### src/rtl/proc_pkg.sv
// Shared definitions for the 16-bit pipelined processor datapath.
package proc_pkg;

   localparam int unsigned W    = 16;
   localparam int unsigned RD_W = 3;

   // Bit positions inside the {C,Z,N} condition-code vector.
   localparam int unsigned FLAG_C = 2;
   localparam int unsigned FLAG_Z = 1;
   localparam int unsigned FLAG_N = 0;

endpackage

### src/rtl/ex_mem_stage_ccr_unit.sv
// Architectural condition-code register with its interrupt shadow copy.
module ccr_unit
   import proc_pkg::*;
(
   input  logic       clk,
   input  logic       reset,
   input  logic       commit,
   input  logic       carry,
   input  logic       zero,
   input  logic       neg,
   input  logic [2:0] flag_en,
   input  logic       setc,
   input  logic       clrc,
   input  logic       save,
   input  logic       restore,
   output logic [2:0] ccr
);

   logic [2:0] ccr_q;
   logic [2:0] shadow_q;
   logic [2:0] ccr_next;

   // Next CCR value: per-flag commit, C set/clear priority, restore overrides all.
   always_comb begin
      ccr_next = ccr_q;
      if (commit) begin
         if (flag_en[FLAG_Z]) ccr_next[FLAG_Z] = zero;
         if (flag_en[FLAG_N]) ccr_next[FLAG_N] = neg;
         if (setc)                 ccr_next[FLAG_C] = 1'b1;
         else if (clrc)            ccr_next[FLAG_C] = 1'b0;
         else if (flag_en[FLAG_C]) ccr_next[FLAG_C] = carry;
      end
      if (restore) ccr_next = shadow_q;
   end

   // CCR and shadow registers; save captures the pre-update CCR unless a restore is in progress.
   always_ff @(posedge clk) begin
      if (reset) begin
         ccr_q    <= '0;
         shadow_q <= '0;
      end else begin
         ccr_q <= ccr_next;
         if (save && !restore) shadow_q <= ccr_q;
      end
   end

   assign ccr = ccr_q;

endmodule

### src/rtl/ex_mem_stage.sv
// EX/MEM pipeline register, CCR ownership and EX/MEM forwarding path.
module ex_mem_stage
   import proc_pkg::*;
(
   input  logic            clk,
   input  logic            reset,
   input  logic            ex_valid,
   input  logic [W-1:0]    ex_result,
   input  logic            ex_carry,
   input  logic            ex_zero,
   input  logic            ex_neg,
   input  logic [2:0]      ex_flag_en,
   input  logic            ex_setc,
   input  logic            ex_clrc,
   input  logic [RD_W-1:0] ex_rd,
   input  logic            ex_reg_we,
   input  logic            ex_mem_rd,
   input  logic            ex_mem_wr,
   input  logic [W-1:0]    ex_store_data,
   input  logic            stall,
   input  logic            flush,
   input  logic            ccr_save,
   input  logic            ccr_restore,
   output logic            mem_valid,
   output logic [W-1:0]    mem_result,
   output logic [RD_W-1:0] mem_rd,
   output logic            mem_reg_we,
   output logic            mem_mem_rd,
   output logic            mem_mem_wr,
   output logic [W-1:0]    mem_store_data,
   output logic [2:0]      ccr,
   output logic            fwd_en,
   output logic [RD_W-1:0] fwd_rd,
   output logic [W-1:0]    fwd_data
);

   logic commit;

   assign commit = ex_valid & ~stall & ~flush;

   ccr_unit u_ccr (
      .clk     (clk),
      .reset   (reset),
      .commit  (commit),
      .carry   (ex_carry),
      .zero    (ex_zero),
      .neg     (ex_neg),
      .flag_en (ex_flag_en),
      .setc    (ex_setc),
      .clrc    (ex_clrc),
      .save    (ccr_save),
      .restore (ccr_restore),
      .ccr     (ccr)
   );

   // Pipeline register: flush clears controls only, stall holds, otherwise load (bubble when not valid).
   always_ff @(posedge clk) begin
      if (reset) begin
         mem_valid      <= 1'b0;
         mem_result     <= '0;
         mem_rd         <= '0;
         mem_reg_we     <= 1'b0;
         mem_mem_rd     <= 1'b0;
         mem_mem_wr     <= 1'b0;
         mem_store_data <= '0;
      end else if (flush) begin
         mem_valid  <= 1'b0;
         mem_reg_we <= 1'b0;
         mem_mem_rd <= 1'b0;
         mem_mem_wr <= 1'b0;
      end else if (!stall) begin
         mem_valid      <= ex_valid;
         mem_result     <= ex_result;
         mem_rd         <= ex_rd;
         mem_reg_we     <= ex_valid & ex_reg_we;
         mem_mem_rd     <= ex_valid & ex_mem_rd;
         mem_mem_wr     <= ex_valid & ex_mem_wr;
         mem_store_data <= ex_store_data;
      end
   end

   assign fwd_en   = mem_valid & mem_reg_we;
   assign fwd_rd   = mem_rd;
   assign fwd_data = mem_result;

endmodule

### config.mk
export PLATFORM = sky130hd
export DESIGN_NAME = ex_mem_stage
export DESIGN_NICKNAME = d
export VERILOG_FILES = /design/src/rtl/proc_pkg.sv /design/src/rtl/ex_mem_stage_ccr_unit.sv /design/src/rtl/ex_mem_stage.sv
export SDC_FILE = /design/constraint.sdc
export NUM_CORES = 1
export LEC_CHECK = 0
export CORE_UTILIZATION = 41
export CTS_CLUSTER_DIAMETER = 150
export DETAILED_ROUTE_END_ITERATION = 10
export PLACE_DENSITY_LB_ADDON = 0.25
export SLEW_MARGIN = 20
export SYNTH_ARGS = -nofsm -noshare
export SYNTH_HDL_FRONTEND = slang
export SYNTH_HIERARCHICAL = 1
export SYNTH_SLANG_ARGS = --single-unit
### constraint.sdc
create_clock -name clk -period 3.35 [get_ports clk]
set_clock_uncertainty 0.2 [all_clocks]
set_input_delay 0.67 -clock clk [delete_from_list [all_inputs] [get_ports clk]]
set_output_delay 0.67 -clock clk [all_outputs]
set_load 0.1 [all_outputs]
# Word level (Yosys, flattened, before mapping)
# Cells that the tools add are included.
# word_totals
output_inout_bits	62
elab_cells	37
input_bits	53
ff_bits	45
# op_classes
n_mux	7
reduce_logical	11
n_bitwise	8
# ops
operator	count
AND reduction 2 bit	4
bitwise AND 1 bit	6
2-to-1 mux 3 bit	2
nonzero test 2 bit	3
2-to-1 mux 1 bit	5
nonzero test 4 bit	1
inverter 1 bit	2
OR reduction 2 bit	1
logical AND 1 bit	1
logical NOT 1 bit	1

# Logic depth before layout (Yosys ltp)
# Gate-level depths: netlist of run 1.
# logic_depth
word_depth	5
ltp_mapped	7
ltp_nobuf	6

# By module
# Netlist of run 1, hierarchy kept.
# modules_own_cells
mod	cells_per_inst	seq_area_each_um2	area_each_um2	n_inst
ex_mem_stage	198	780.7	1780.5	1
ccr_unit	30	120.1	274.0	1

# Worst setup path after synthesis of run 1
# OpenSTA, ideal clock, no wires.
# synth_path
path_type	register to output
startpoint	register mem_reg_we
endpoint	output port fwd_en
stages_incl_launch_ff	2
required_time_ns	2.480
slack_ns	0.667
arrival_time_ns	1.813
n_path_buf	0
path_cell_list	dfxtp_1 > and2_1
# synth_via
elab_chain_len	1
# synth_lines
element	line_no	source
start: declaration	ex_mem_stage.sv:27	output logic mem_reg_we,
start signal: assignment	ex_mem_stage.sv:75	mem_reg_we <= ex_valid & ex_reg_we;
bitwise AND 1 bit	ex_mem_stage.sv:82	assign fwd_en = mem_valid & mem_reg_we;
end: declaration	ex_mem_stage.sv:32	output logic fwd_en,
# No other way between the ends.

# Worst setup path after layout of run 1
# layout_path
startpoint	input port ex_valid
endpoint	register u_ccr.ccr_q[0] (netlist: u_ccr/ccr[0])
# layout_via
elab_chain_len	4
# layout_lines
element	line_no	source
start: declaration	ex_mem_stage.sv:7	input logic ex_valid,
bitwise AND 1 bit (2 in a row)	ex_mem_stage.sv:39	assign commit = ex_valid & ~stall & ~flush;
net commit	ex_mem_stage.sv:37	logic commit;
nonzero test 2 bit (no line)	-	
AND reduction 2 bit (no line)	-	
end signal: assignment	ex_mem_stage_ccr_unit.sv:42	ccr_q <= ccr_next;
end: declaration	ex_mem_stage_ccr_unit.sv:19	logic [2:0] ccr_q;
# The timed path passes the listed nets, and every way through them passes these cells.
# A chain may end at the register's enable or synchronous reset.

==> flow_summary.json, run 1 <==
{
  "vias": 1879,
  "seq_area_um2": 901,
  "cts_resized": 0,
  "setup_viol": 0,
  "cp.arrival_ns": 2.03,
  "die_h_um": 72.8,
  "gp_congestion": 0.753,
  "layout.nets": 367,
  "dieArea_um2": 5300,
  "fin_ws_ns": 1.30,
  "synth_area_leaders": "dfxtp_1, or3b_1, a21oi_1, buf_4, o21ai_0",
  "synth_cells": 228,
  "numCtsBuffers": 5,
  "grt_max_degree": 41,
  "grt_antenna_before_repair": 0,
  "drive_above_1_share_pct": 24.1,
  "maxCapViolations": 0,
  "ys_types": 24,
  "r2r_slack_ns": 2.18,
  "synthToLayoutAreaGrowth_pct": 45.9,
  "multiInputGateArea_um2": 887,
  "power_leakage_nw": 1.22,
  "period_share_pct": 61.2,
  "first_pass_iters": 6,
  "grt_pass1_wl_mm": 7.71,
  "synth_seq_cells": 45,
  "fmax_ghz": 0.488,
  "yosys_warnings": 6,
  "netlist_area_um2": 2050,
  "cts_hold_buf": 0,
  "cts-root-buf": "clkbuf_8",
  "viasPerCell": 4.92,
  "path_max_fanout": 6,
  "cts_sinks": 45,
  "hpwlAfterDp_mm": 3.17,
  "grt_pass1_vias": 1726,
  "initial_core_util_pct": 42.9,
  "crit_required_ns": 3.33,
  "cts.clk_slew.worst_paths_ns": 0.08,
  "layout_common_cells": "buf_4, clkdlybuf4s50_1, dfxtp_1",
  "overflow": 0,
  "postRouteWirelength_mm": 4.63,
  "ys_seq_area_share_pct": 43.8,
  "final_hold_viol_count": 0,
  "wl_per_cell_um": 12.1,
  "cts_tree": "built",
  "groute.usage.overall_pct": 18.3,
  "io-pin-count": 115,
  "end_kind": "flop",
  "ant_nets": 0,
  "final_common_cell": "buf_4",
  "portBuffers": 114,
  "cts.htree.levels": 2,
  "route.detailed.drc": 0,
  "rows": 25,
  "pre_cts_slack_ns": 1.01,
  "holdWs_ns": 0.261,
  "fillers": 426,
  "clockBufferDepth": 2,
  "synth_nets": 281,
  "hold_path_class": "reg2reg",
  "syn_avg_cell_area_um2": 9.01,
  "status": "finished, final reports clean",
  "slew_headroom_pct": 66.1,
  "rsz0062_at_grt": "no",
  "yosys.area.top_type": "dfxtp_1",
  "worstSkewPairLatency_ns": 0.29,
  "drtIter0Drc": 70,
  "fin_tns_setup_ns": 0,
  "fin_crit_ns": 2.05,
  "critical_path_class": "in2reg",
  "post_cts.repair.setup_buffers": 0,
  "core_area_um2": 4790,
  "ir_drop_v": 0.000305,
  "die_w_um": 72.8,
  "synth_top_area_share_pct": 43.8,
  "antenna_cells": 0,
  "slew_viol_final": 0,
  "startpoint_type": "primary input",
  "power.density_nw_per_um2": 470,
  "tightest_slew_ns": 0.508
}
## area by class of cell
type / instances / share of cell area (%)
sequential: 45 / 30.1
clock buffer: 7 / 2.88
multi-input combinational: 143 / 29.6
inverter: 1 / 0.125
clock inverter: 1 / 1.00
timing repair buffer: 118 / 33.6
tap: 67 / 2.80
## synth_stat cells
master    number
buf_1          1
and2_1         1
mux2i_1        3
o21ai_1       10
nor4_1         1
inv_1          1
nor3_1         3
dfxtp_1       45
or2_1          1
nand2b_4       1
a311oi_1       2
nand2_1        5
a21boi_1       2
a21oi_1       41
clkbuf_1      10
nor2_1         5
buf_6          5
nand2b_1       2
buf_4         20
nand3b_1       3
buf_2          3
nor2b_1        2
or3b_1        35
o21ai_0       26
## where the power goes
part | switching (mW) | internal, mW
logic | 0.300 | 0.121
clock network | 0.174 | 0.243
registers | 0.0141 | 0.557
total | 0.488 | 0.921
## final timing paths
path | startpoint | endpoint | cells after the start
setup / recovery | ex_valid | u_ccr/ccr[0] | 6
hold reg to reg | u_ccr/shadow_q[2] | u_ccr/ccr[2] | 2
hold / removal | u_ccr/shadow_q[2] | u_ccr/ccr[2] | 2
setup reg to reg | u_ccr/ccr[2] | u_ccr/ccr[2] | 4
## kinds of logic after synthesis
family          count (synthesis)  share of synthesized area [%]
buf+inv                        40                           13.0
compound gates                 81                           20.3
simple gates                   59                           21.4
flops                          45                           43.8
mux                             3                           1.46
## layer usage
layer  share of wire, %  wire length [um]  track usage (%)
met1                 45              2100             22.3
met2                 43              2000             29.6
met3                 10               477             7.32
met4                1.1                51             5.88
met5                  0                 0                0
## sequential cells by signal, indices dropped and copies added, names as in the netlist
signal	flops
fwd_data	16
fwd_rd	3
mem_mem_rd	1
mem_mem_wr	1
mem_reg_we	1
mem_store_data	16
mem_valid	1
u_ccr/ccr	3
u_ccr/shadow_q	3
## critical path, stage by stage
cell and delay, ns:
clkdlybuf4s50_1 0.53, nand2b_1 0.09, nor2_1 0.29, a21boi_1 0.12, a311oi_1 0.26, nor3_1 0.07
## per-stage QoR
stage	power, mW	util (%)	cell area, um^2	cells
floorplan	0.901	-	2050	228
global route	1.47	62.6	3000	382
detailed placement	1.01	60.2	2880	374
global placement	1.00	60.2	2880	374
finish	1.41	62.6	3000	382
CTS	1.43	62.6	3000	382
Note: power is estimated with default switching activity, not from simulation.
==> inputs of run 2 (changes only) <==
--- a/config.mk
+++ b/config.mk
@@ -5,7 +5,7 @@
 export SDC_FILE = /design/constraint.sdc
 export NUM_CORES = 1
 export LEC_CHECK = 0
-export CORE_UTILIZATION = 41
+export CORE_UTILIZATION = 38
 export CTS_CLUSTER_DIAMETER = 150
 export DETAILED_ROUTE_END_ITERATION = 10
 export PLACE_DENSITY_LB_ADDON = 0.25
==> constraint.sdc (replaced) <==
create_clock -name clk -period 2.1 [get_ports clk]
set_clock_uncertainty 0.2 [all_clocks]
set_input_delay 0.42 -clock clk [delete_from_list [all_inputs] [get_ports clk]]
set_output_delay 0.42 -clock clk [all_outputs]
set_load 0.1 [all_outputs]
==> flow_summary.json, run 2 (synthesized netlist as in run 1, its figures left out) <==
{
  "cts_hold_buf": 0,
  "layout.nets": 372,
  "critical_path_class": "in2reg",
  "ant_nets": 0,
  "rows": 26,
  "slew_viol_final": 0,
  "critPathMaxStageDelay_ns": 0.53,
  "grt_antenna_before_repair": 0,
  "end_kind": "flop",
  "final_hold_viol_count": 0,
  "path_delay_family": "buffers and inverters",
  "layout_common_cells": "clkdlybuf4s50_1, buf_12, dfxtp_1",
  "p_sw_mw": 0.817,
  "wl_per_cell_um": 13.2,
  "tightest_slew_ns": 0.295,
  "setup_viol": 0,
  "post_cts.repair.setup_buffers": 0,
  "path_max_fanout": 6,
  "grt_pass1_vias": 1721,
  "worstSkewPairLatency_ns": 0.29,
  "synthToLayoutAreaGrowth_pct": 75.1,
  "cp.arrival_ns": 1.68,
  "status": "finished, final reports clean",
  "comb_power_share_pct": 32.4,
  "fin_tns_setup_ns": 0,
  "swShare_pct": 34.3,
  "path_cells": "clkdlybuf4s50_1 > nand2b_1 > nor2_1 > buf_4 > a21boi_1 > a311oi_1 > nor3_1",
  "fmax_ghz": 0.588,
  "startpoint_type": "primary input",
  "antenna_cells": 0,
  "grt_pass1_wl_mm": 7.88,
  "overflow": 0,
  "rsz0062_at_grt": "no",
  "clockBufferDepth": 2,
  "fin_crit_ns": 1.70,
  "initial_core_util_pct": 39.7,
  "p_int_mw": 1.57,
  "cts.htree.levels": 2,
  "critical-path-slowest-cell": "clkdlybuf4s50_1",
  "grt_max_degree": 53,
  "hpwlAfterDp_mm": 3.91,
  "vias": 1927,
  "portBuffers": 114,
  "ir_drop_v": 0.000385,
  "crit_required_ns": 2.08,
  "die_w_um": 75.5,
  "cts_sinks": 45,
  "final_common_cell": "clkdlybuf4s50_1",
  "final_util_pct": 69.5,
  "hold_path_class": "reg2reg",
  "power_leakage_nw": 1.38,
  "seqPwrFrac_pct": 39.1,
  "period_share_pct": 81.1,
  "viasPerCell": 4.94,
  "groute.usage.overall_pct": 18.2,
  "slew_headroom_pct": 80.3,
  "io-pin-count": 115,
  "first_pass_iters": 4,
  "cts.clk_slew.worst_paths_ns": 0.08,
  "core_area_um2": 5170,
  "postRouteWirelength_mm": 5.16,
  "dieArea_um2": 5700,
  "crit_buf_inv": 2,
  "drtIter0Drc": 59,
  "numCtsBuffers": 5,
  "drive_above_1_share_pct": 26.6,
  "gp_congestion": 0.701,
  "maxCapViolations": 0,
  "power.density_nw_per_um2": 662,
  "clockPowerShare_pct": 28.5,
  "route.detailed.drc": 0,
  "die_h_um": 75.5,
  "cts_tree": "built",
  "cts_resized": 0,
  "cts-root-buf": "clkbuf_8"
}
## run 2: cell count changes in the layout (fill, tap and decap cells not counted), sizes merged
cell and change:
buf +5, clkbuf -1, clkinvlp +1
## run 2: per-stage QoR
stage	hold WS (ns)	power, mW	instances	worst slack, ns	instance area, um^2
3_3_place_gp	0.244	1.72	382	0.166	3480
6_report	0.266	2.38	390	0.398	3600
4_1_cts	0.269	2.41	390	0.412	3600
5_1_grt	0.295	2.47	390	0.276	3600
2_1_floorplan	0.230	1.44	228	0.109	2060
3_5_place_dp	0.257	1.73	382	0.114	3480
## run 2: final cells by class
cell class | instances | area (um^2)
clock buffer | 6 | 82.6
clock inverter | 2 | 37.5
fill | 393 | 1580
inverter | 1 | 3.75
multi-input combinational | 143 | 888
sequential | 45 | 903
tap | 70 | 87.6
timing repair buffer | 123 | 1590
## run 2: path summary, 6_finish.rpt
path                                     end  depth (start not counted)          from  slack, ns
worst max-delay path            u_ccr/ccr[1]                          7      ex_valid       0.40
worst max register to register  u_ccr/ccr[2]                          4  u_ccr/ccr[2]       0.85
worst min register to register    mem_mem_wr                          2    mem_mem_wr       0.27
worst min-delay path              mem_mem_wr                          2    mem_mem_wr       0.27
## run 2: routing by layer
metal / wire (um) / part of all wire, % / vias up / GRT usage (%)
li1: - / - / 975 / -
met4: 82 / 1.6 / 0 / 6.58
met3: 498 / 9.6 / 7 / 7.28
met5: 0 / 0 / - / 0
met1: 2120 / 41 / 869 / 21.5
met2: 2470 / 48 / 76 / 30.2
## run 2: power groups by stage
| stage | clock [mW] | sequential [mW] | combinational, mW |
|---|---|---|---|
| global placement | 0 | 0.950 | 0.767 |
| CTS | 0.698 | 0.932 | 0.777 |
| detailed placement | 0 | 0.952 | 0.775 |
| finish | 0.680 | 0.931 | 0.772 |
| global route | 0.733 | 0.937 | 0.803 |
| floorplan | 0 | 1.18 | 0.260 |
## run 2: worst reg2reg max path: cells and delay by family (launching register included)
kind	cells	cell delay [ns]
flops	1	0.37
simple gates	2	0.35
compound gates	2	0.21
==> inputs of run 3 (changes only) <==
==> constraint.sdc (replaced) <==
create_clock -name clk -period 1.76 [get_ports clk]
set_clock_uncertainty 0.2 [all_clocks]
set_input_delay 0.352 -clock clk [delete_from_list [all_inputs] [get_ports clk]]
set_output_delay 0.352 -clock clk [all_outputs]
set_load 0.1 [all_outputs]
==> flow_summary.json, run 3 (synthesized netlist as in run 1, its figures left out) <==
{
  "drtIter0Drc": 53,
  "drive_above_1_share_pct": 32.7,
  "cts_resized": 0,
  "placement.cell_area_um2": 3740,
  "status": "finished, final reports clean",
  "wl_per_cell_um": 13.2,
  "final_hold_viol_count": 0,
  "p_int_mw": 1.73,
  "numCtsBuffers": 5,
  "portBuffers": 114,
  "layout_common_cells": "buf_12, clkdlybuf4s50_1, a21oi_1",
  "p_sw_mw": 0.961,
  "postRouteWirelength_mm": 5.17,
  "post_cts.repair.setup_buffers": 0,
  "seqPwrFrac_pct": 41.7,
  "stdcell_count": 391,
  "antenna_cells": 0,
  "clockBufferDepth": 2,
  "worstSkewPairLatency_ns": 0.28,
  "initial_core_util_pct": 39.7,
  "period_share_pct": 88.5,
  "maxCapViolations": 0,
  "dp.cells": 383,
  "p_total_mw": 2.69,
  "swShare_pct": 35.7,
  "fillers": 361,
  "cp.arrival_ns": 1.53,
  "rows": 26,
  "cts-root-buf": "clkbuf_8",
  "power.density_nw_per_um2": 704,
  "ir_drop_v": 0.000391,
  "fmax_ghz": 0.642,
  "first_pass_iters": 4,
  "cts_hold_buf": 0,
  "grt_max_degree": 46,
  "cts_tree": "built",
  "cts.clk_slew.worst_paths_ns": 0.08,
  "gp_congestion": 0.706,
  "cts_sinks": 45,
  "crit_required_ns": 1.73,
  "r2r-start": "u_ccr/ccr[2]",
  "startpoint_type": "primary input",
  "overflow": 0,
  "grt_pass1_vias": 1715,
  "dieArea_um2": 5700,
  "fin_crit_ns": 1.56,
  "clockPowerShare_pct": 22.3,
  "groute.usage.overall_pct": 18.6,
  "viasPerCell": 4.83,
  "layout.nets": 373,
  "fin_area_um2": 3820,
  "hpwlAfterDp_mm": 3.96,
  "rsz0062_at_grt": "no",
  "die_w_um": 75.5,
  "grt_pass1_wl_mm": 8.02,
  "slew_headroom_pct": 83.5,
  "hold_path.startpoint": "reset",
  "route.detailed.drc": 0,
  "critical_path_class": "in2reg",
  "power_leakage_nw": 1.44,
  "setup_viol": 0,
  "comb_power_share_pct": 36.0,
  "die_h_um": 75.5,
  "final_common_cell": "buf_12",
  "core_area_um2": 5170,
  "vias": 1887,
  "hold_path_class": "in2reg",
  "fin_tns_setup_ns": 0,
  "path_max_fanout": 5,
  "synthToLayoutAreaGrowth_pct": 86.1,
  "io-pin-count": 115,
  "tightest_slew_ns": 0.245,
  "slew_viol_final": 0,
  "startpoint": "ex_valid",
  "end_kind": "flop",
  "grt_antenna_before_repair": 0,
  "cts.htree.levels": 2,
  "ant_nets": 0
}
-- run 3: changes by cell type in the layout (fill, tap and decap cells not counted), moves of 2 or more --
cell / change
dfxtp_2: +19
buf_12: +19
buf_4: -18
clkinv_2: +2
dfxtp_1: -19
-- run 3: power by group through the flow --
stage	registers, mW	clock network (mW)	logic (mW)
2_1_floorplan	1.41	0	0.309
3_3_place_gp	1.15	0	0.965
3_5_place_dp	1.15	0	0.975
4_1_cts	1.12	0.624	0.976
5_1_grt	1.13	0.673	1.01
6_report	1.12	0.599	0.971
-- run 3: final timing paths --
| check | slack [ns] | to | depth (start not counted) |
|---|---|---|---|
| setup / recovery | 0.20 | u_ccr/ccr[0] | 7 |
| hold / removal | 0.19 | u_ccr/shadow_q[2] | 2 |
| setup reg to reg | 0.53 | u_ccr/ccr[2] | 4 |
| hold reg to reg | 0.26 | u_ccr/ccr[2] | 2 |
-- run 3: stage by stage --
| step | worst slack, ns | util (%) | hold slack [ns] |
|---|---|---|---|
| after floorplan | -0.0167 | - | 0.221 |
| after global placement | -0.0593 | 72.3 | 0.252 |
| after detailed placement | -0.101 | 72.3 | 0.247 |
| after CTS | 0.197 | 73.9 | 0.187 |
| after global routing | 0.0699 | 73.9 | 0.209 |
| final | 0.202 | 73.9 | 0.194 |
-- run 3: worst max-delay path: stages --
cell and delay [ns]:
clkdlybuf4s50_1 0.47, nand2b_1 0.07, nor2_1 0.10, buf_4 0.14, a21boi_1 0.06, a311oi_1 0.26, nor3_1 0.07
-- run 3: cell type report --
| class | instances | area [um^2] | area share (%) |
|---|---|---|---|
| well taps | 70 | 87.6 | 2.29 |
| flip-flops and latches | 45 | 927 | 24.2 |
| repair buffers | 124 | 1830 | 48.0 |
| clock buffers | 6 | 72.6 | 1.90 |
| multi-input cells | 143 | 888 | 23.2 |
| inverters | 1 | 3.75 | 0.0982 |
| clock inverters | 2 | 10.0 | 0.262 |
-- run 3: metal layers --
layer | global-route usage (%) | vias up | wire length, um
met3 | 7.41 | 9 | 459
met5 | 0 | - | 0
met1 | 22.0 | 826 | 2130
li1 | - | 979 | -
met2 | 31.8 | 73 | 2500
met4 | 4.32 | 0 | 76
==> RTL change (settings of run 2) <==
Reset style: asynchronous (`reset`), changed in 2 clocked blocks.
--- a/src/rtl/ex_mem_stage_ccr_unit.sv
+++ b/src/rtl/ex_mem_stage_ccr_unit.sv
@@ -35,5 +35,5 @@
 
    // CCR and shadow registers; save captures the pre-update CCR unless a restore is in progress.
-   always_ff @(posedge clk) begin
+   always_ff @(posedge clk or posedge reset) begin
       if (reset) begin
          ccr_q    <= '0;
--- a/src/rtl/ex_mem_stage.sv
+++ b/src/rtl/ex_mem_stage.sv
@@ -55,5 +55,5 @@
 
    // Pipeline register: flush clears controls only, stall holds, otherwise load (bubble when not valid).
-   always_ff @(posedge clk) begin
+   always_ff @(posedge clk or posedge reset) begin
       if (reset) begin
          mem_valid      <= 1'b0;
Behaviour: differs if reset is asserted again (counterexample within 4 cycles, from zero or initial values and one cycle with reset high); with reset held inactive, the same outputs for 10 cycles.
==> RTL change against run 2 <==
Fmax down 3.0%; worst setup slack worse by 0.052 ns; synthesized area down 5.8%; final area up 4.7%; wire length down 8.3%; count of clock-buffer cells in the layout up 1; critical path type unchanged; utilization up 8.6 points; sequential cell count unchanged.
Power is not compared: it rests on default switching activity, and its combinational part moved more than twofold at a synthesized area within 25%.
==> RTL change: results (changes against run 2) <==
stage,metric,value,unit,change
place,place_hpwl,3.82,mm,-2.3%
global_route,grt_util_all_layers,18.0,%,-0.27 points
power,p_leak,0.00165,uW,
power,vdd_ir_drop_max,0.679,mV,
clock_network,clock-root-buffer,clkbuf_8,,
setup_path,reg2reg_depth,3,,-1
finish,num-fill-cells,296,,-25%
clock_network,htree_levels,2,,unchanged
drt,first_pass_iters,3,,-1
place,dpl_cell_area,3680,um2,+5.8%
synthesis,ys.flop_type,dfrtp_1,,
timing,timing.slew.headroom,82.5,%,+2.2 points
clock_network,numCtsBuffers,5,,unchanged
setup_path,endpoint,fwd_data[8],,
clock_network,post_cts_buffers,0,,unchanged
synthesis,async_flop_share,100,%,+100 points
setup_path,worstReg2RegStart,u_ccr/ccr[2],,
finish,final_cell_area,3770,um2,+4.7%
synthesis,yosys-top-cells-area,"dfrtp_1, mux2_2, buf_4",,
place,gp_congestion,0.743,,+5.9%
setup_path,r2r-end,u_ccr/ccr[2],,
synthesis,synth_cell_type_count,19,,-21%
clock_network,clockBufferDepth,2,,unchanged
timing,fmax,570,MHz,-3.0%
global_route,grt_first_pass_wirelength,7.31,mm,-7.3%
setup_path,critPathLaunch,flush,,
drt,via_per_inst,4.59,,-7.1%
drt,wl_per_cell,15.6,um,+18%
clock_network,post_cts_resized,0,,unchanged
synthesis,syn_nets,186,,-34%
drt,drt_iter0_drc,61,,+3.4%
finish,drive_gt1_share,49.8,%,+23 points
setup_path,r2r_slack,0.75,ns,-0.10 ns
finish,n_antenna_cell,0,,unchanged
global_route,grt_pass1_vias,1460,,-15%
place,dp_slack,0.0510,ns,-0.0626 ns
clock_network,clock_latency,0.28,ns,
synthesis,synth-warning-count,6,,unchanged
worst_hold_path,hp-class,in2async,,
finish,nets,290,,-22%
synthesis,ys_seq_area_share,58.2,%,+14 points
setup_path,arrival,1.72,ns,+0.04 ns
setup_path,cp_max_fo,14,,+8
global_route,grt_max_degree,40,,-25%
global_route,antenna_found_initial,0,,unchanged
place,port_buffers,114,,unchanged
synthesis,yosys-top-cells-count,"dfrtp_1, mux2_2, buf_4",,
status,outcome,completed,,
setup_path,crit_slowest_cell,clkdlybuf4s50_1,,
clock_network,cts.clk_slew.worst_paths,0.08,ns,about the same
setup_path,cp_slowest_stage_delay,0.49,ns,-0.04 ns
RTL change: kinds of logic after synthesis:
family / Yosys count / share of synthesized area [%]
flip-flops: 45 / 58.2
AND/OR/NAND/NOR: 15 / 4.52
multiplexers: 41 / 24.8
AO/OA/AOI/OAI: 7 / 2.78
buffers and inverters: 25 / 9.70
RTL change: metal layers:
layer | global-route usage [%] | vias to the layer above | share of wire (%)
met5 | 0 | - | 0
met4 | 4.06 | 0 | 0.85
met3 | 3.16 | 4 | 6.0
met2 | 34.9 | 55 | 57
met1 | 20.3 | 689 | 36
li1 | - | 647 | -
RTL change: power by group:
group | total (uW) | leakage [uW] | internal (uW) | switching, uW
Clock | 521 | 0.0000443 | 261 | 259
Sequential | 1200 | 0.000541 | 1010 | 196
Combinational | 2380 | 0.00106 | 885 | 1490
RTL change: final cells by class:
cell class              instances  area share [%]
repair buffers                120            48.6
flip-flops and latches         45            30.0
multi-input cells              63            16.7
clock buffers                   7            2.29
well taps                      67            2.23
inverters                       2           0.199
RTL change: per-stage QoR:
step / cells / hold slack (ns)
after floorplan: 133 / 0.0110
after detailed placement: 297 / 0.276
after CTS: 304 / 0.191
final: 304 / 0.197
after global routing: 304 / 0.217
after global placement: 297 / 0.256
RTL change: critical path: cells and delay by family:
kind / cells / cell delay [ns]
buffers and inverters: 2 / 0.73
muxes: 1 / 0.36
and+or+nand+nor: 1 / 0.20
